**src/rtl/seg7_capture.sv**
```systemverilog
// Recovers the hex digit shown on an active-low 7-segment bus. A pattern must be
// seen STABLE_CYCLES times in a row before it is committed, reported and counted.
module seg7_capture #(
   parameter int STABLE_CYCLES = 4,
   parameter int CNT_W         = 8
) (
   input  logic             clk,
   input  logic             reset,
   input  logic [6:0]       leds,
   input  logic             clear_count,
   output logic [3:0]       val,
   output logic             blank,
   output logic             invalid,
   output logic             update,
   output logic [CNT_W-1:0] change_count
);

   localparam int SW = $clog2(STABLE_CYCLES + 1);
   localparam logic [SW-1:0] STAB_MAX = SW'(STABLE_CYCLES);

   logic [6:0]    samp;
   logic [6:0]    cand;
   logic [6:0]    committed;
   logic [SW-1:0] stab;
   logic          commit;

   // Returns {val, blank, invalid} for a raw segment pattern.
   function automatic logic [5:0] decode(input logic [6:0] p);
      logic [5:0] r;
      r = {4'h0, 1'b0, 1'b1};
      case (p)
         7'h40: r = {4'h0, 2'b00};
         7'h79: r = {4'h1, 2'b00};
         7'h24: r = {4'h2, 2'b00};
         7'h30: r = {4'h3, 2'b00};
         7'h19: r = {4'h4, 2'b00};
         7'h12: r = {4'h5, 2'b00};
         7'h02: r = {4'h6, 2'b00};
         7'h78: r = {4'h7, 2'b00};
         7'h00: r = {4'h8, 2'b00};
         7'h10: r = {4'h9, 2'b00};
         7'h08: r = {4'hA, 2'b00};
         7'h03: r = {4'hB, 2'b00};
         7'h46: r = {4'hC, 2'b00};
         7'h21: r = {4'hD, 2'b00};
         7'h06: r = {4'hE, 2'b00};
         7'h0E: r = {4'hF, 2'b00};
         7'h7F: r = {4'h0, 2'b10};
         default: r = {4'h0, 2'b01};
      endcase
      return r;
   endfunction

   // update is a single-cycle valid strobe with no ready: the accompanying
   // val/blank/invalid/change_count are valid in the same cycle and hold afterwards.
   assign commit = (stab == STAB_MAX) && (cand != committed);

   always_ff @(posedge clk) begin
      if (reset) begin
         samp         <= 7'h7F;
         cand         <= 7'h7F;
         stab         <= '0;
         committed    <= 7'h7F;
         val          <= 4'h0;
         blank        <= 1'b1;
         invalid      <= 1'b0;
         update       <= 1'b0;
         change_count <= '0;
      end else begin
         samp <= leds;
         if (samp != cand) begin
            cand <= samp;
            stab <= SW'(1);
         end else if (stab != STAB_MAX) begin
            stab <= stab + 1'b1;
         end

         update <= commit;
         if (commit) begin
            committed              <= cand;
            {val, blank, invalid}  <= decode(cand);
         end

         // A clear that coincides with a commit leaves the count at one.
         if (clear_count)
            change_count <= CNT_W'(commit);
         else if (commit)
            change_count <= change_count + 1'b1;
      end
   end

endmodule

```
**config.mk**
```make
export PLATFORM = sky130hd
export DESIGN_NAME = seg7_capture
export DESIGN_NICKNAME = d
export VERILOG_FILES = /design/src/rtl/seg7_capture.sv
export SDC_FILE = /design/constraint.sdc
export NUM_CORES = 1
export LEC_CHECK = 0
export ABC_AREA = 1
export CAP_MARGIN = 30
export CORE_MARGIN = 3
export CORE_UTILIZATION = 30
export DETAILED_ROUTE_END_ITERATION = 12
export PLACE_DENSITY_LB_ADDON = 0.2
export REMOVE_ABC_BUFFERS = 1
export SLEW_MARGIN = 0
export SYNTH_ARGS = -nofsm -noshare
export SYNTH_HDL_FRONTEND = slang
export SYNTH_SLANG_ARGS = --single-unit
```
**constraint.sdc**
```tcl
create_clock -name clk -period 3.6 [get_ports clk]
set_clock_uncertainty 0.05 [all_clocks]
set_input_delay 0.36 -clock clk [delete_from_list [all_inputs] [get_ports clk]]
set_output_delay 0.36 -clock clk [all_outputs]
set_load 0.1 [all_outputs]
```
==> results of run 1 <==
==> synth_stat cells, types with 3 or more instances <==
master	instances
nand2_1	67
dfxtp_1	39
nor2_1	37
inv_1	25
nand3_1	16
or2_2	12
xor2_1	12
a21oi_1	9
buf_6	6
nand2_2	6
nor3_1	6
o211ai_1	6
nand4_1	4
xnor2_1	4
xnor2_2	4
ha_1	3
inv_2	3
o21ai_0	3
o21ai_1	3
==> sequential cells by signal, summed over array words and instances, names as in the netlist <==
name          flops
blank             1
cand              7
change_count      8
committed         7
invalid           1
samp              7
stab              3
update            1
val               4
==> stage by stage <==
stage / setup WS (ns) / std cells / utilization (%) / total power, mW
final: 1.29 / 379 / 36.7 / 0.811
after global placement: 1.39 / 371 / 35.3 / 0.520
after global routing: 1.23 / 379 / 36.7 / 0.851
after detailed placement: 1.34 / 371 / 35.3 / 0.520
after CTS: 1.28 / 379 / 36.7 / 0.826
after floorplan: 1.51 / 270 / - / 0.497
==> kinds of logic (layout without fill, tap and decap cells) <==
group | Yosys count | after routing
AOI/OAI and AO/OA | 23 | 23
xor gates and xnor gates | 20 | 20
adders and majority gates | 3 | 3
buffers and inverters | 42 | 62
DFF | 39 | 39
and+or+nand+nor | 155 | 155
==> metal layers <==
layer	vias to the layer above	track usage, %	part of all wire (%)
met5	-	0	0
met4	0	4.33	1.2
met3	7	3.32	5.2
met2	47	18.3	44
met1	755	16.1	49
li1	915	-	-
==> area by class of cell <==
cell class / instances / area share (%)
inverter: 30 / 4.80
multi-input combinational: 201 / 44.9
clock inverter: 3 / 0.836
sequential: 39 / 32.6
timing repair buffer: 24 / 10.0
tap: 77 / 4.02
clock buffer: 5 / 2.87
==> power groups by stage <==
stage	clock [mW]	combinational, mW	sequential, mW
floorplan	0	0.0380	0.459
global placement	0	0.0583	0.461
detailed placement	0	0.0580	0.462
CTS	0.316	0.0583	0.451
global route	0.332	0.0663	0.453
finish	0.303	0.0571	0.451
==> cell usage in the layout, fill, tap and decap left out, types with 2 or more instances in the layout <==
| cell type | n |
|---|---|
| nand2_1 | 67 |
| dfxtp_1 | 39 |
| nor2_1 | 37 |
| inv_1 | 25 |
| clkdlybuf4s50_1 | 24 |
| nand3_1 | 16 |
| or2_2 | 12 |
| xor2_1 | 12 |
| a21oi_1 | 9 |
| nand2_2 | 6 |
| nor3_1 | 6 |
| o211ai_1 | 6 |
| clkbuf_8 | 5 |
| xnor2_2 | 4 |
| xnor2_1 | 4 |
| nand4_1 | 4 |
| inv_2 | 3 |
| o21ai_1 | 3 |
| o21ai_0 | 3 |
| ha_1 | 3 |
| nor2_2 | 2 |
| a21oi_2 | 2 |
| clkinvlp_4 | 2 |
==> path summary, 6_finish.rpt <==
path,from,end,depth (start not counted)
setup / recovery,change_count[2],change_count[2],1
hold / removal,samp[2],cand[2],2
setup reg to reg,cand[4],blank,8
hold reg to reg,samp[2],cand[2],2
==> reports/results.tsv, run 1 <==
metric	value	unit
crit path cell chain	clkdlybuf4s50_1	
Synth top area share	37.5	%
# fillers	714	
CP startpoint kind	register	
Mapped Cells	282	
final critical-path share of the clock period	64.2	%
layout cells sized above 1	13.2	%
Clock transition at path regs	0.08	ns
max_slew headroom	35.3	%
Post-synth EDFFs	0	
Clock Sink Count	39	
register share of total power	55.6	%
clk root buf	clkbuf_8	
GR Overflow Total	0	
routability cong.	0.861	
Buffers & Inverters on Critical Path	1	
Crit. End Element	output port	
XOR/XNOR Fraction of Synth Area	9.86	%
Yosys Warn Count	0	
Die X	89.3	microns
Nets	314	
power density over cell area	338	nW/um^2
CTS Buf Count	5	
initial antenna violation count	0	
RSZ-0062 raised after global routing	false	
mapped cell area	2080	sq um
vias per cell	4.55	
Leakage	1.08	nW
combinational power share	7.0	%
Synth Register Bits	39	
Global Route Usage Sum	12.0	%
initial drt markers	66	
setup TNS	0	ns
post-cts sizing count	0	
fraction of registers with async set/reset	0	%
wire length per cell	11.0	microns
switching share of power	25.8	%
Core Area	6530	sq um
Placed Area	2310	sq um
CP peak stage delay	1.17	ns
Post-Synth Adder-Cell Area	1.80	%
# diodes	0	
IO Pins	25	
largest family of logic cells by synthesized area	simple AND/OR/NAND/NOR gates	
clock buffer depth	2	
setup bufs post-CTS	0	
final hold slack	0.408	ns
Final Hold Fails	0	
routed wire length	4170	microns
crit path DAT	1.90	ns
top area cells in the synthesized netlist	dfxtp_1 (38%), nand2_1 (12%), nor2_1 (6.7%), xor2_1 (5.1%), inv_1 (4.5%)	
max cap viols	0	
die area	7970	sq um
fin. max-slew vios	0	
Register Area	781	sq um
post-synthesis sequential area ratio	37.5	%
cell accounting for the most synthesized area	dfxtp_1	
simple-gate share of the synthesized area	33.4	%
final setup fails	0	
Routed Antenna Nets	0	
cell family with most CP delay	buffers and inverters	
outcome	finished clean	
CP max-delay cell	clkdlybuf4s50_1	
Clock power frac	37.3	%
H-tree depth	2	
CTS tree	built	
via count	1724	
Die Span Y	89.3	microns
vias in the first global route	1666	
first-pass GRT wire length	7490	microns
flop-to-flop setup slack	1.76	ns
Peak supply drop	0.151	mV
latest clock arrival within the worst-skew pair	0.30	ns
Slew @ Worst Pin	0.968	ns
First-pass DRT Iterations	4	
Multi-input gate area	1070	sq um
min Tclk post-route	2.31	ns
CP Max Fanout	6	
Starting Density	31.9	%
total net switching power	0.209	mW
post-synthesis compound-gate area fraction	6.61	%
primary flip-flop cell chosen by synthesis mapping	dfxtp_1	
CTS Hold Buffers Added	0	
Unique masters post-synth	32	
area growth from synthesis to layout	15.2	%
Core Rows	29	
Internal	0.602	mW
synthesized area per cell	7.38	sq um
fraction of synthesized area in multiplexers	0	%
fmax	433	MHz
DPL Wire Length	3020	microns
Worst Hold Class	reg2reg	
DRC	0	
Port Buffers	24	
largest net degree at the start of global routing	33	
final instance area	2400	sq um
WP data required	3.19	ns
crit path kind	reg2out	
(Power assumes the default switching activity.)
==> inputs of run 2 (changes only) <==
- clock period: 3.6 -> 1.9 ns (I/O delays scaled with it)
==> run 2 against run 1 <==
Total power increased by 87%; combinational power increased by 100%; sequential share of layout area increased by 0.21 points; hold slack got worse by 0.0064 ns.
==> reports/results.tsv, run 2 (same netlist as run 1, synthesis figures left out) <==
metric	value	unit	change
outcome	finished clean		
CP Max Fanout	24		+18
Final Hold Fails	0		unchanged
# fillers	691		-3.2%
power density over cell area	636	nW/um^2	+88%
Core Area	6530	sq um	unchanged
crit path kind	reg2reg		
area growth from synthesis to layout	14.4	%	
Worst Hold Class	in2reg		
fin. max-slew vios	0		unchanged
Clock Sink Count	39		unchanged
vias in the first global route	1677		+0.66%
CP peak stage delay	0.58	ns	-0.59 ns
crit path DAT	1.89	ns	about the same
initial drt markers	68		+3.0%
setup TNS	0	ns	unchanged
wire length per cell	11.0	microns	about the same
initial antenna violation count	0		unchanged
CTS Hold Buffers Added	0		unchanged
layout cells sized above 1	18.6	%	+5.4 points
Nets	318		+1.3%
first-pass GRT wire length	7500	microns	about the same
DPL Wire Length	3100	microns	+2.7%
max FFs per register	8		unchanged
vias per cell	4.48		-1.6%
CTS Buf Count	5		unchanged
routability cong.	0.874		+1.6%
clock buffer depth	2		unchanged
DP Worst Slack	0.184	ns	-1.16 ns
WP data required	2.09	ns	-1.10 ns
max_slew headroom	72.0	%	+37 points
H-tree depth	2		unchanged
post-cts sizing count	0		unchanged
Register Area	781	sq um	unchanged
Routed Antenna Nets	0		unchanged
combinational power share	7.5	%	+0.5 points
fmax	588	MHz	
Starting Density	31.9	%	unchanged
flop-to-flop setup slack	0.20	ns	-1.56 ns
Die X	89.3	microns	unchanged
Biggest register	change_count		
commonest non-fill, non-tap cells in the layout	nand2_1 (67), dfxtp_1 (39), nor2_1 (37), inv_1 (25), buf_4 (19)		
total net switching power	0.368	mW	+76%
Multi-input gate area	1070	sq um	unchanged
via count	1714		-0.58%
Die Span Y	89.3	microns	unchanged
CTS tree	built		
CP startpoint kind	register		
Internal	1.15	mW	+90%
Crit. End Element	register		
First-pass DRT Iterations	4		unchanged
# diodes	0		unchanged
clk root buf	clkbuf_8		
Clock transition at path regs	0.07	ns	about the same
largest net degree at the start of global routing	25		-24%
most common cell after layout, fill and taps aside	nand2_1		
Slew @ Worst Pin	0.420	ns	-0.548 ns
IO Pins	25		unchanged
Clock power frac	36.1	%	-1.2 points
RSZ-0062 raised after global routing	false		
min Tclk post-route	1.70	ns	
latest clock arrival within the worst-skew pair	0.29	ns	about the same
Buffers & Inverters on Critical Path	1		unchanged
setup bufs post-CTS	0		unchanged
switching share of power	24.3	%	-1.5 points
cell family with most CP delay	simple AND/OR/NAND/NOR gates		
CP max-delay cell	dfxtp_1		
die area	7970	sq um	unchanged
Core Rows	29		unchanged
GR Overflow Total	0		unchanged
crit path cell chain	xnor2_2 -> nand2_1 -> nor2_1 -> nand2_2 -> nand2_4 -> inv_4 -> nand3_1 -> and2_1		
DRC	0		unchanged
final critical-path share of the clock period	89.6	%	
final setup fails	0		unchanged
Leakage	1.13	nW	+4.5%
Global Route Usage Sum	12.1	%	+0.10 points
register share of total power	56.4	%	+0.8 points
worst setup margin	0.198	ns	-1.09 ns
routed wire length	4220	microns	+1.2%
Peak supply drop	0.319	mV	+110%
max cap viols	0		unchanged
Port Buffers	24		unchanged
-- run 2: layout make-up --
| class | instances | share of cell area, % |
|---|---|---|
| Inverter | 30 | 4.83 |
| Tap cell | 77 | 4.05 |
| Clock buffer | 7 | 3.21 |
| Timing Repair Buffer | 28 | 9.77 |
| Sequential cell | 39 | 32.8 |
| Clock inverter | 1 | 0.210 |
| Multi-Input combinational cell | 201 | 45.1 |
-- run 2: worst paths after layout --
check	endpoint	depth (start not counted)	from
max	val[2]	8	cand[4]
min	samp[2]	2	leds[2]
max reg2reg	val[2]	8	cand[4]
min reg2reg	cand[3]	2	samp[3]
-- run 2: routing by layer --
layer	GRT usage [%]	vias up	share of wire, %
met3	3.23	8	3.4
met1	16.0	758	51
li1	-	922	-
met2	18.2	26	44
met4	5.41	0	2.3
met5	0	-	0
-- run 2: stage by stage --
step	cell area, sq um	hold WS [ns]	cells	utilization, %	power, mW
global route	2380	0.401	383	36.5	1.59
detailed placement	2300	0.390	375	35.2	0.989
CTS	2380	0.398	383	36.5	1.54
floorplan	1970	0.212	270	-	0.941
global placement	2300	0.390	375	35.2	0.989
finish	2380	0.401	383	36.5	1.51
-- run 2: power by group through the flow --
stage	Combinational, mW	Clock (mW)	Sequential [mW]
6_report	0.114	0.547	0.854
3_5_place_dp	0.115	0	0.873
2_1_floorplan	0.0720	0	0.869
5_1_grt	0.132	0.604	0.857
4_1_cts	0.116	0.573	0.854
3_3_place_gp	0.115	0	0.873
